`config.mk`:
```
export PLATFORM = sky130hd
export DESIGN_NAME = seven_seg_scanner
export DESIGN_NICKNAME = d
export VERILOG_FILES = /design/src/rtl/seven_seg_scanner.sv
export SDC_FILE = /design/constraint.sdc
export NUM_CORES = 1
export LEC_CHECK = 0
export CELL_PAD_IN_SITES_DETAIL_PLACEMENT = 0
export CELL_PAD_IN_SITES_GLOBAL_PLACEMENT = 1
export CORE_AREA = 2 2 89 100
export CTS_BUF_LIST = sky130_fd_sc_hd__clkbuf_4
export DETAILED_ROUTE_END_ITERATION = 16
export DIE_AREA = 0 0 91 102
export DONT_BUFFER_PORTS = 1
export GPL_TIMING_DRIVEN = 0
export PLACE_DENSITY_LB_ADDON = 0.1
export SLEW_MARGIN = 20
export SYNTH_ARGS = -nofsm -noshare
export SYNTH_HDL_FRONTEND = slang
export SYNTH_SLANG_ARGS = --single-unit
```
`constraint.sdc`:
```
create_clock -name clk -period 4.6 [get_ports clk]
set_clock_uncertainty 0.05 [all_clocks]
set_input_delay 0.92 -clock clk [delete_from_list [all_inputs] [get_ports clk]]
set_output_delay 0.92 -clock clk [all_outputs]
set_load 0.03 [all_outputs]
```
`src/rtl/seven_seg_scanner.sv`:
```
// 4-digit multiplexed 7-segment scanner: frame-buffered hex decode, leading-zero blanking,
// anti-ghost slot blanking and 8-level brightness; all outputs registered.
module seven_seg_scanner #(
  parameter int REFRESH_DIV    = 50000,
  parameter int BLANK_CYCLES   = 64,
  parameter bit SEG_ACTIVE_LOW = 1'b1,
  parameter bit AN_ACTIVE_LOW  = 1'b1,
  parameter bit BLANK_LEADING  = 1'b1
) (
  input  logic        clk,
  input  logic        rst_n,
  input  logic [15:0] display_in,
  input  logic [2:0]  brightness,
  input  logic        lamp_test,
  output logic [6:0]  seg,
  output logic [3:0]  an,
  output logic        frame_tick
);

  localparam int PW = $clog2(REFRESH_DIV);
  localparam logic [PW-1:0] LAST    = PW'(REFRESH_DIV - 1);
  localparam logic [31:0]   BLANK_U = 32'(BLANK_CYCLES);
  localparam logic [31:0]   SPAN_U  = 32'(REFRESH_DIV - BLANK_CYCLES);
  localparam logic [6:0]    SEG_OFF = SEG_ACTIVE_LOW ? 7'h7F : 7'h00;
  localparam logic [3:0]    AN_OFF  = AN_ACTIVE_LOW ? 4'hF : 4'h0;

  logic [PW-1:0] presc;
  logic [1:0]    digit;
  logic [15:0]   shadow;
  logic [2:0]    bright_q;

  logic          end_slot;
  logic [15:0]   upper;
  logic [3:0]    nib;
  logic          blanked;
  logic [31:0]   presc_ext;
  logic [31:0]   on_len;
  logic          lit;
  logic [3:0]    onehot;
  logic [6:0]    pattern;

  function automatic logic [6:0] hex_decode(input logic [3:0] v);
    case (v)
      4'h0: return 7'h3F;  4'h1: return 7'h06;  4'h2: return 7'h5B;  4'h3: return 7'h4F;
      4'h4: return 7'h66;  4'h5: return 7'h6D;  4'h6: return 7'h7D;  4'h7: return 7'h07;
      4'h8: return 7'h7F;  4'h9: return 7'h6F;  4'hA: return 7'h77;  4'hB: return 7'h7C;
      4'hC: return 7'h39;  4'hD: return 7'h5E;  4'hE: return 7'h79;  default: return 7'h71;
    endcase
  endfunction

  always_comb begin
    end_slot  = (presc == LAST);
    // Nibbles digit..3 shifted down; all-zero means this digit is a leading zero.
    upper     = shadow >> {digit, 2'b00};
    nib       = upper[3:0];
    blanked   = BLANK_LEADING && (digit != 2'd0) && (upper == 16'h0);
    presc_ext = 32'(presc);
    on_len    = (SPAN_U * (32'(bright_q) + 32'd1)) >> 3;
    if (lamp_test)
      lit = (presc_ext >= BLANK_U);
    else
      lit = !blanked && (presc_ext >= BLANK_U) && (presc_ext < BLANK_U + on_len);
    onehot  = 4'b0001 << digit;
    pattern = lamp_test ? 7'h7F : hex_decode(nib);
  end

  always_ff @(posedge clk or negedge rst_n) begin
    if (!rst_n) begin
      presc      <= '0;
      digit      <= 2'd0;
      shadow     <= 16'h0;
      bright_q   <= 3'd0;
      frame_tick <= 1'b0;
      seg        <= SEG_OFF;
      an         <= AN_OFF;
    end else begin
      presc <= end_slot ? '0 : presc + 1'b1;
      if (end_slot)
        digit <= digit + 2'd1;
      // Frame boundary: latch the new word and brightness together so nothing tears.
      if (end_slot && digit == 2'd3) begin
        shadow   <= display_in;
        bright_q <= brightness;
      end
      frame_tick <= end_slot && (digit == 2'd3);
      seg        <= SEG_ACTIVE_LOW ? ~pattern : pattern;
      if (lit)
        an <= AN_ACTIVE_LOW ? ~onehot : onehot;
      else
        an <= AN_OFF;
    end
  end

endmodule
```
==> results.cfg <==
[route]
via_per_inst = 5.310
drt-total-wl_um = 6734
ant_nets = 0
vias = 2246
drc_errors = 0
first_pass_iters = 4
drtIter0Drc = 52
wl_per_cell_um = 15.92

[synthesis]
synthTopCellsByCount = dfrtp_1 (38), ha_1 (36), nor2_1 (21)
synth_top_area_share_pct = 29.30
syn_nets = 360
synth_area_leaders = dfrtp_1 (29%), ha_1 (14%), dfstp_2 (8.9%)
yosys_register_bits = 49
syn_area_per_cell_um2 = 10.75
synth_cell_types = 48
synth_enable_flop_cells = 0
yosysTopAreaCell = dfrtp_1
synth_most_common_cell = dfrtp_1
seq_area_frac_synth_pct = 38.20
syn_area_mm2 = 0.003246
netlist_instances = 302
yosysWarnings = 0
async_flop_share_pct = 100.0
synth-main-ff-cell = dfrtp_1

[final_layout]
fillerInstances = 834
drive_gt1_share_pct = 20.19
n_antenna_cell = 0
stdcell_count = 423
nNetsFinal = 369
area_growth_pct = 8.905
final_core_util_pct = 42.93

[clock_tree]
clk_pin_slew_worst_paths_ns = 0.16
cts_htree_levels = 2
clock_sinks = 49
root_buffer = clkbuf_4
cts_tree = built
cts_buffers = 5
insertion_delay_ns = 0.38
clockBufferDepth = 2
hold_buffers = 0

[placed_design]
dp_worst_setup_slack_ns = -0.2042
dp_cells = 413
hpwlAfterDp_um = 5080
io_buffers = 0
place.gp.congestion = 0.8086

[floorplan]
rows = 35
dieArea_mm2 = 0.009282
core-area_mm2 = 0.008233
initial_core_util_pct = 39.42
die_y_um = 102
ios = 34
die_w_um = 91

[critical_path]
start_kind = flip-flop
critPathKind = reg2reg
cp_max_fo = 10
setup.worst_path.end_class = flip-flop
worst_ep_required_time_ns = 4.84
crit_arrival_ns = 4.58

[sta]
period_needed_ns = 4.341
maxSlewViolCount = 0
setup_slack_ns = 0.2592
maxSlewHeadroom_pct = 37.53
post-route-period-util_pct = 94.37
setup_tns_ns = 0
hold_viol = 0
max_freq_mhz = 230.4
worst_slew_pin_slew_ns = 0.9135
rsz0062_at_grt = no
whs_ns = 0.1642
setup_viol = 0

[global_route]
grt_usage_pct = 15.78
antenna_found_initial = 0
grt_first_pass_wirelength_um = 11680
grt_pass1_vias = 2303
globalRouteOverflowTotal = 0
grt_max_degree = 50

[power_and_ir_drop]
p_per_area_mw_per_mm2 = 223.7
ir_worst_vdd_v = 0.0001454
leakagePower_uw = 0.001559

[outcome]
status = finished, final reports clean

[job]
maxCapViolations = 0

[min_path]
min_path_type = in2async
[cell usage in the layout, fill, tap and decap left out, drive strengths merged, types with 5 or more instances in the layout]
cell and n:
a211oi 6, a21oi 7, buf 6, clkbuf 9
dfrtp 38, dfstp 11, ha 36, inv 18
mux2 19, mux4 5, nand2 15, nand3 13
nor2 21, nor2b 9, nor3 9, o21ai 14
xnor2 15, xor2 13
[report_power, final]
part / switching, µW / total, µW / internal, µW
Sequential: 15.5 / 461 / 446
Clock: 149 / 265 / 117
Combinational: 33.2 / 63.8 / 30.7
[critical path, stage by stage (launching register included)]
cell and delay [ns]:
dfrtp_2 0.44, clkbuf_4 0.23, inv_1 0.10, ha_2 0.39, xor3_1 0.46, and2_1 0.18
ha_1 0.23, a21o_1 0.19, nand2_1 0.11, mux2_2 0.36, and4bb_2 0.23, xnor2_1 0.13
ha_1 0.21, a211o_1 0.25, a21oi_1 0.10, o21ai_0 0.10, o31ai_2 0.32, o21ai_0 0.18
[path summary, 6_finish.rpt]
| kind | from | end | slack, ns | cells after the start |
|---|---|---|---|---|
| setup / recovery | bright_q[0]$_DFFE_PN0P_ | an[0]$_DFF_PN1_ | 0.26 | 17 |
| hold / removal | rst_n | shadow[4]$_DFFE_PN0P_ | 0.16 | 0 |
| setup reg to reg | bright_q[0]$_DFFE_PN0P_ | an[0]$_DFF_PN1_ | 0.26 | 17 |
| hold reg to reg | presc[0]$_DFF_PN0_ | presc[0]$_DFF_PN0_ | 0.47 | 1 |
| max in group asynchronous | rst_n | an[2]$_DFF_PN1_ | 4.15 | 0 |
| min in group clk | presc[0]$_DFF_PN0_ | presc[0]$_DFF_PN0_ | 0.47 | 1 |
[layout make-up]
class / instances / area, µm² / share of cell area, %
multi-input cells: 228 / 1942 / 54.94
flip-flops and latches: 49 / 1241 / 35.12
well taps: 111 / 138.9 / 3.929
inverters: 17 / 63.81 / 1.805
plain buffers: 8 / 51.30 / 1.451
clock inverters: 3 / 45.04 / 1.274
clock buffers: 5 / 37.54 / 1.062
repair buffers: 2 / 15.01 / 0.4248
[metal layers]
| metal | GRT usage [%] | wire length (µm) | share of wire (%) | vias to the layer above |
|---|---|---|---|---|
| li1 | - | - | - | 1102 |
| met1 | 22.56 | 3421 | 51 | 1095 |
| met2 | 24.84 | 2993 | 44 | 42 |
| met3 | 3.097 | 226 | 3.4 | 7 |
| met4 | 3.846 | 93 | 1.4 | 0 |
| met5 | 0 | 0 | 0 | - |
[through the flow]
step / area, µm² / power (µW)
final: 3535 / 790.6
after global routing: 3535 / 830.9
after CTS: 3473 / 804.4
after detailed placement: 3385 / 531.0
after global placement: 3385 / 531.0
after floorplan: 3246 / 517.3
[flip-flops by register name (all words and copies together) (netlist names)]
signal and flops:
digit 2, an 4, bright_q 3, frame_tick 1, presc 16, shadow 16, seg 7
[timing repair]
item                                    CTS  global route
endpoints found under the setup margin    4             4
setup buffers                             0             2
gates resized for setup                   2            10
[logic make-up after synthesis]
| logic type | count (synthesis) | synth area share (%) |
|---|---|---|
| flops | 49 | 38.20 |
| mux | 24 | 11.22 |
| simple gates | 96 | 16.42 |
| compound gates | 43 | 8.520 |
| xor+xnor | 29 | 8.288 |
| fa+ha+maj | 36 | 13.88 |
| buf+inv | 25 | 3.469 |
Power figures use the tool's default switching activity.
